$ cat src/rtl/switch_debouncer_pkg.sv
// Shared types and helpers for the multi-channel switch debouncer.
package switch_debouncer_pkg;

    localparam int SYNC_STAGES = 2;

    typedef struct packed {
        logic level;
        logic press;
        logic rel;
        logic longp;
    } ch_status_t;

    function automatic int clog2_min1(input int n);
        int w;
        w = $clog2(n);
        return (w < 1) ? 1 : w;
    endfunction

endpackage

$ cat src/rtl/switch_debounce_ch.sv
// One debounce channel: synchroniser, polarity, stability filter, edge pulses and hold counter.
// Hold counter and longPress logic exist only when SWITCH_DEBOUNCER_LONG_PRESS_EN is defined.
module switch_debounce_ch
    import switch_debouncer_pkg::*;
#(
    parameter int   DEBOUNCE_CYCLES   = 1000000,
    parameter int   LONG_PRESS_CYCLES = 100000000,
    parameter logic INVERT            = 1'b0
) (
    input  logic       i_clk,
    input  logic       i_srst,
    input  logic       i_tick,
    input  logic       i_raw,
    output ch_status_t o_status
);

    localparam int             DW      = clog2_min1(DEBOUNCE_CYCLES);
    localparam logic [DW-1:0]  DB_LAST = DW'(DEBOUNCE_CYCLES - 1);

    if (DEBOUNCE_CYCLES < 2 || LONG_PRESS_CYCLES < 2) begin : g_bad_params
        $error("switch_debounce_ch: cycle thresholds must be >= 2");
    end

    logic [SYNC_STAGES-1:0] r_sync;
    logic [DW-1:0]          r_cnt;
    logic                   r_level;
    logic                   r_press;
    logic                   r_release;
    logic                   w_s;
    logic                   w_differ;
    logic                   w_accept;
    logic                   w_longp;

    assign w_s      = r_sync[SYNC_STAGES-1] ^ INVERT;
    assign w_differ = (w_s != r_level);
    assign w_accept = w_differ && i_tick && (r_cnt == DB_LAST);

    always_ff @(posedge i_clk) begin
        if (i_srst) begin
            r_sync <= '0;
        end else begin
            r_sync <= {r_sync[SYNC_STAGES-2:0], i_raw};
        end
    end

    // Counter only runs while the synchronised input disagrees with the accepted level.
    always_ff @(posedge i_clk) begin
        if (i_srst) begin
            r_cnt     <= '0;
            r_level   <= 1'b0;
            r_press   <= 1'b0;
            r_release <= 1'b0;
        end else begin
            r_press   <= w_accept && w_s;
            r_release <= w_accept && !w_s;
            if (!w_differ || w_accept) begin
                r_cnt <= '0;
            end else if (i_tick) begin
                r_cnt <= r_cnt + 1'b1;
            end
            if (w_accept) begin
                r_level <= w_s;
            end
        end
    end

`ifdef SWITCH_DEBOUNCER_LONG_PRESS_EN
    localparam int            HW        = clog2_min1(LONG_PRESS_CYCLES);
    localparam logic [HW-1:0] HOLD_LAST = HW'(LONG_PRESS_CYCLES - 1);

    logic [HW-1:0] r_hold;
    logic          r_hold_done;
    logic          r_longp;

    // r_hold_done keeps the counter saturated so a press yields a single pulse.
    always_ff @(posedge i_clk) begin
        if (i_srst) begin
            r_hold      <= '0;
            r_hold_done <= 1'b0;
            r_longp     <= 1'b0;
        end else begin
            r_longp <= 1'b0;
            if (!r_level) begin
                r_hold      <= '0;
                r_hold_done <= 1'b0;
            end else if (i_tick && !r_hold_done) begin
                if (r_hold == HOLD_LAST) begin
                    r_longp     <= 1'b1;
                    r_hold_done <= 1'b1;
                end else begin
                    r_hold <= r_hold + 1'b1;
                end
            end
        end
    end

    assign w_longp = r_longp;
`else
    assign w_longp = 1'b0;
`endif

    assign o_status.level = r_level;
    assign o_status.press = r_press;
    assign o_status.rel   = r_release;
    assign o_status.longp = w_longp;

endmodule

$ cat src/rtl/multi_switch_debouncer.sv
// NUM_CH independent debounce channels packed onto per-function output vectors.
// Optional long-press detection: define SWITCH_DEBOUNCER_LONG_PRESS_EN.
module multi_switch_debouncer
    import switch_debouncer_pkg::*;
#(
    parameter int                NUM_CH            = 4,
    parameter int                DEBOUNCE_CYCLES   = 1000000,
    parameter int                LONG_PRESS_CYCLES = 100000000,
    parameter logic [NUM_CH-1:0] INVERT_MASK       = {NUM_CH{1'b0}}
) (
    input  logic              clk,
    input  logic              srst,
    input  logic              tick,
    input  logic [NUM_CH-1:0] buttonIn,
    output logic [NUM_CH-1:0] buttonOut,
    output logic [NUM_CH-1:0] pressPulse,
    output logic [NUM_CH-1:0] releasePulse,
    output logic [NUM_CH-1:0] longPress
);

    ch_status_t w_status [NUM_CH];

    for (genvar gi = 0; gi < NUM_CH; gi++) begin : g_ch
        switch_debounce_ch #(
            .DEBOUNCE_CYCLES   (DEBOUNCE_CYCLES),
            .LONG_PRESS_CYCLES (LONG_PRESS_CYCLES),
            .INVERT            (INVERT_MASK[gi])
        ) u_ch (
            .i_clk    (clk),
            .i_srst   (srst),
            .i_tick   (tick),
            .i_raw    (buttonIn[gi]),
            .o_status (w_status[gi])
        );

        assign buttonOut[gi]    = w_status[gi].level;
        assign pressPulse[gi]   = w_status[gi].press;
        assign releasePulse[gi] = w_status[gi].rel;
        assign longPress[gi]    = w_status[gi].longp;
    end

endmodule

$ cat config.mk
export PLATFORM = sky130hd
export DESIGN_NAME = multi_switch_debouncer
export DESIGN_NICKNAME = d
export VERILOG_FILES = /design/src/rtl/switch_debouncer_pkg.sv /design/src/rtl/switch_debounce_ch.sv /design/src/rtl/multi_switch_debouncer.sv
export SDC_FILE = /design/constraint.sdc
export NUM_CORES = 1
export LEC_CHECK = 0
export BUFFER_PORTS_ARGS = -buffer_cell sky130_fd_sc_hd__buf_2
export CAP_MARGIN = 20
export CORE_MARGIN = 2
export CORE_UTILIZATION = 35
export CTS_BUF_LIST = sky130_fd_sc_hd__clkbuf_4 sky130_fd_sc_hd__clkbuf_8 sky130_fd_sc_hd__clkbuf_16
export CTS_CLUSTER_SIZE = 10
export DETAILED_ROUTE_END_ITERATION = 16
export HOLD_SLACK_MARGIN = 0.05
export SKIP_CTS_REPAIR_TIMING = 1
export SLEW_MARGIN = 5
export SYNTH_ARGS = -nofsm -noshare
export SYNTH_HDL_FRONTEND = slang
export SYNTH_SLANG_ARGS = --single-unit
$ cat constraint.sdc
create_clock -name clk -period 2.8 [get_ports clk]
set_input_delay 0.28 -clock clk [delete_from_list [all_inputs] [get_ports clk]]
set_output_delay 0.28 -clock clk [all_outputs]
set_load 0.02 [all_outputs]
Word-level counts from Yosys, hierarchy flattened
Index checks and enable logic that the tools add are counted.
W data, S select, Z words.
{"block": "op_classes", "n_addsub": 4, "eq_ne": 8, "reduce_logical": 32}
{"operator": "$add A20 B1 Y20 const B", "n": 4}
{"operator": "$eq A20 B20 Y1 const B", "n": 4}
{"operator": "$logic_and A1 B1 Y1", "n": 16}
{"operator": "$logic_not A1 Y1", "n": 8}
{"operator": "$reduce_or A2 Y1", "n": 4}
{"operator": "$logic_or A1 B1 Y1", "n": 4}
{"operator": "$ne A1 B1 Y1", "n": 4}
{"block": "word_totals", "regBits": 100, "input_bits": 7, "output_inout_bits": 16, "elab_cells": 64}

Depth between registers and ports, before layout
{"block": "depth", "depth_word": 5, "mapped_depth": 7, "mapped_depth_nobuf": 5}

Cells and area by module
From an unflattened synthesis, not the netlist that was laid out.
{"block": "unflattened", "cells_unflattened": 516, "area_unflattened_um2": 4539.4}
{"module": "switch_debounce_ch", "instances": 4, "cells_each": 129, "area_each_um2": 1134.8, "seq_area_each_um2": 500.5}

Worst setup path after synthesis
OpenSTA, ideal clock, no wires.
{"block": "synth_path", "path_kind": "reg-to-reg", "startpoint": "reg g_ch[2].u_ch.r_cnt[0]", "endpoint": "reg g_ch[2].u_ch.r_cnt[18]", "setup_ns": 0.086, "t_arrival_ns": 1.875, "t_required_ns": 2.714, "path_slack_ns": 0.840, "path_stages_with_launch": 7, "n_path_buf": 1, "period_less_slack_ns": 1.960, "path_cell_list": "dfxtp_1 > ha_1 > nand3_1 > or4_1 > clkbuf_1 > or4_1 > a211oi_1"}
{"block": "synth_via", "elab_chain_cells": 4, "elab_cells_between_ends": 5, "cone_classes": "1 x add/sub; 1 x eq/ne; 3 x reduce/logical"}
{"element": "start: declaration", "line": "switch_debounce_ch.sv:25", "rtl": "logic [DW-1:0] r_cnt;"}
{"element": "start signal: assignment", "line": "switch_debounce_ch.sv:59", "rtl": "r_cnt <= r_cnt + 1'b1;"}
{"element": "parallel branches: the longest is 4 deep, another holds $add A20 B1 Y20"}
Parallel ways; which one is timed is not known.
A chain may end at the register's enable or synchronous reset.

Final worst setup path
Same ends and word-level chain as after synthesis.

==> qor.json <==
{
  "place.gp.congestion": {"value": 0.827},
  "grt_start_max_net_pins": {"value": 27},
  "synth.yosys.warnings": {"value": 0},
  "postRouteAntennaNets": {"value": 0},
  "finClkSkew": {"value": 0.00626, "unit": "ns"},
  "first_iter_violations": {"value": 295},
  "place.port_buffers": {"value": 18},
  "yosys-top-cells-count": {"value": "dfxtp_1 (100), nor2_1 (48), xnor2_1 (32), nand2_1 (30), nand3_1 (27)"},
  "pwr-share-comb": {"value": 1.8, "unit": "%"},
  "path_clk_slew": {"value": 0.07, "unit": "ns"},
  "number_of_antenna_violations_at_the_first_check_in_global_routing": {"value": 0},
  "regToRegEndpoint": {"value": "g_ch[2].u_ch.r_cnt[18]$_SDFFE_PP0P_"},
  "hold_violations": {"value": 0},
  "number_of_placed_instances_with_taps_included": {"value": 685},
  "netlist.area_leader.share": {"value": 44.3, "unit": "%"},
  "worst_hold_path.num_cells": {"value": 2},
  "worst_slew_margin_rel": {"value": 44.7, "unit": "%"},
  "die_height": {"value": 118, "unit": "um"},
  "crit_top_cell": {"value": "or4_1"},
  "cts-root-buf": {"value": "clkbuf_16"},
  "routed_wl": {"value": 8440, "unit": "um"},
  "sum_of_net_half_perimeters_after_detailed_placement": {"value": 5920, "unit": "um"},
  "p_total": {"value": 2.79, "unit": "mW"},
  "critPathArrivalTime": {"value": 2.39, "unit": "ns"},
  "drt_pass1_iterations": {"value": 4},
  "rows": {"value": 41},
  "crit_type": {"value": "flop to flop"},
  "dpl_cell_area": {"value": 4690, "unit": "um2"},
  "post_synth.cell_area_avg": {"value": 8.65, "unit": "um2"},
  "clock_power_share": {"value": 47.0, "unit": "%"},
  "number_of_fill_cells": {"value": 1257},
  "cp_data_required_time": {"value": 3.05, "unit": "ns"},
  "cts.sinks": {"value": 100},
  "regArea": {"value": 2000, "unit": "um2"},
  "syn2layout_area_growth": {"value": 10.9, "unit": "%"},
  "vdd_drop_max": {"value": 0.306, "unit": "mV"},
  "multi_input_comb_area": {"value": 2270, "unit": "um2"},
  "ys_seq_area_share": {"value": 44.3, "unit": "%"},
  "biggest_area_consumer_among_synthesized_cells": {"value": "dfxtp_1"},
  "timing.final.setup_violations": {"value": 0},
  "synth-main-ff-cell": {"value": "dfxtp_1"},
  "synth_area": {"value": 4520, "unit": "um2"},
  "critical_path.slowest_cell": {"value": "or4_1"},
  "routed-via-count": {"value": 3497},
  "routed_wire_length_per_instance": {"value": 12.1, "unit": "um"},
  "tritoncts": {"value": "yes"},
  "first_global_vias": {"value": 3350},
  "period_minus_slack": {"value": 2.13, "unit": "ns"},
  "postLayoutCoreUtil": {"value": 39.7, "unit": "%"},
  "ff2ff_setup_slack": {"value": 0.67, "unit": "ns"},
  "p_int": {"value": 2.22, "unit": "mW"},
  "worst-slew-pin-transition": {"value": 0.830, "unit": "ns"},
  "ioPinCount": {"value": 23},
  "critPathLaunchType": {"value": "flop"},
  "tns": {"value": 0, "unit": "ns"},
  "power.net_switching": {"value": 0.570, "unit": "mW"},
  "synth.top_cells.by_area": {"value": "dfxtp_1 (44%), xnor2_1 (6.2%), nor2_1 (4.0%)"},
  "biggest_cell_delay_along_the_critical_path": {"value": 0.66, "unit": "ns"},
  "diodes": {"value": 0},
  "core_area": {"value": 12600, "unit": "um2"},
  "hold_path.startpoint": {"value": "buttonIn[0]"},
  "period_share": {"value": 76.2, "unit": "%"},
  "clkLatencyLatePin": {"value": 0.34, "unit": "ns"},
  "max_cap_viol_count": {"value": 0},
  "status": {"value": "finished, final reports clean"},
  "critical_path.max_fanout": {"value": 8},
  "final_critical_path_setup_slack": {"value": 0.667, "unit": "ns"},
  "maxSlewViolCount": {"value": 0},
  "rsz0062_at_grt": {"value": "no"},
  "cpLargestDelayFamily": {"value": "simple AND/OR/NAND/NOR gates"},
  "count_leader_synth": {"value": "dfxtp_1"},
  "swShare": {"value": 20.4, "unit": "%"},
  "die_w": {"value": 118, "unit": "um"},
  "final_design_area_no_fill": {"value": 5010, "unit": "um2"},
  "timing.hold.worst.class": {"value": "primary input to flop"},
  "floorplan.initialDensity": {"value": 35.8, "unit": "%"},
  "netlist_instances": {"value": 522},
  "cellLeakagePower": {"value": 1.49, "unit": "nW"},
  "regToRegStartpoint": {"value": "g_ch[2].u_ch.r_cnt[0]$_SDFFE_PP0P_"},
  "drive_above_1_share": {"value": 10.0, "unit": "%"},
  "detail_route.drc_violations": {"value": 0},
  "die_area": {"value": 13800, "unit": "um2"},
  "tritoncts.num_buffers": {"value": 9},
  "finish.net_count": {"value": 535},
  "grt.overflow.total": {"value": 0},
  "gr_usage_total": {"value": 12.7, "unit": "%"},
  "ff2ff_path_depth": {"value": 5},
  "power-per-cell-area": {"value": 558, "unit": "nW/um2"},
  "grt_first_pass_wirelength": {"value": 14800, "unit": "um"},
  "route.detailed.vias_per_inst": {"value": 5.00},
  "synth-seq-cells": {"value": 100},
  "hold_ws": {"value": 0.150, "unit": "ns"},
  "layoutNonFillerInstCount": {"value": 700},
  "async_flop_share": {"value": 0, "unit": "%"},
  "cts.path.max_buffers": {"value": 2},
  "synth_enable_flop_cells": {"value": 0},
  "path_buf_inv": {"value": 0},
  "worstPathCellList": {"value": "ha_1 -> nand3_1 -> or4_1 -> or4_1 -> a211oi_1"},
  "post_synth_num_cell_types": {"value": 37},
  "ctsHtreeMaxLevel": {"value": 3},
  "pre_cts_ws": {"value": 0.580, "unit": "ns"},
  "achievable-frequency": {"value": 0.469, "unit": "GHz"},
  "endpoint_kind": {"value": "flop"},
  "proportion_of_power_drawn_by_flip_flops_and_latches": {"value": 51.2, "unit": "%"},
  "whs_endpoint": {"value": "g_ch[0].u_ch.r_sync[0]$_SDFF_PP0_"}
}
==> state kept, by name (all words and copies together), names as in the netlist <==
name and count:
g_ch.u_ch.r_sync 8, g_ch.u_ch.r_release 4, g_ch.u_ch.r_level 4, g_ch.u_ch.r_press 4, g_ch.u_ch.r_cnt 80
==> power groups by stage <==
| stage | combinational (mW) | clock, mW | sequential, mW |
|---|---|---|---|
| after floorplan | 0.0412 | 0 | 1.46 |
| after CTS | 0.0501 | 1.34 | 1.43 |
| after global placement | 0.0485 | 0 | 1.46 |
| after detailed placement | 0.0498 | 0 | 1.46 |
| final | 0.0501 | 1.31 | 1.43 |
| after global routing | 0.0561 | 1.40 | 1.43 |
==> layout by cell type (no fill, tap or decap), types with 2 or more instances in the layout <==
cell / count
a211oi_1: 6
a211oi_2: 2
a21oi_1: 24
and3_1: 11
and4_1: 5
buf_2: 18
buf_4: 8
bufinv_16: 2
clkbuf_16: 9
clkinvlp_4: 2
conb_1: 4
dfxtp_1: 100
ha_1: 4
inv_1: 14
mux2i_1: 5
nand2_1: 30
nand2b_1: 5
nand3_1: 27
nand4_1: 18
nor2_1: 48
nor2b_1: 8
nor3_1: 23
nor4_1: 14
nor4bb_1: 3
o21ai_0: 22
o21ai_1: 2
o31ai_1: 9
or2_2: 5
or3_1: 23
or4_1: 15
xnor2_1: 32
xor2_1: 19
==> cells by family after synthesis <==
group | count (synthesis) | synth area share, %
and+or+nand+nor | 243 | 29.2
DFF | 100 | 44.3
AOI/OAI and AO/OA | 66 | 8.56
buffers and inverters | 52 | 5.73
xor gates and xnor gates | 51 | 9.89
muxes | 5 | 1.11
adders and majority gates | 4 | 1.11
other | 1 | 0.0830
==> layout make-up <==
class                      instances  area share (%)
clock buffer                       9            4.50
clock inverter                     6            1.77
inverter                          14            1.05
multi-input combinational        373            45.4
sequential                       100            40.0
tap                              172            4.30
timing repair buffer              26            3.00
==> layer usage <==
layer	GRT usage, %	up-vias	wire length (um)
li1	-	1832	-
met1	16.8	1620	4260
met2	20.3	36	3850
met3	2.66	9	208
met4	5.05	0	125
met5	0	-	0
==> worst max path at each step <==
stage | start | end | depth (start not counted) | slack [ns]
floorplan | g_ch[2].u_ch.r_cnt[0]$_SDFFE_PP0P_ | g_ch[2].u_ch.r_cnt[18]$_SDFFE_PP0P_ | 6 | 0.84
global placement | tick | g_ch[2].u_ch.r_cnt[17]$_SDFFE_PP0P_ | 5 | 0.65
detailed placement | tick | g_ch[2].u_ch.r_cnt[19]$_SDFFE_PP0P_ | 5 | 0.58
CTS | g_ch[2].u_ch.r_cnt[0]$_SDFFE_PP0P_ | g_ch[2].u_ch.r_cnt[18]$_SDFFE_PP0P_ | 5 | 0.64
global route | g_ch[2].u_ch.r_cnt[0]$_SDFFE_PP0P_ | g_ch[2].u_ch.r_cnt[18]$_SDFFE_PP0P_ | 5 | 0.48
finish | g_ch[2].u_ch.r_cnt[0]$_SDFFE_PP0P_ | g_ch[2].u_ch.r_cnt[18]$_SDFFE_PP0P_ | 5 | 0.67
Note: power is estimated with default switching activity, not from simulation.
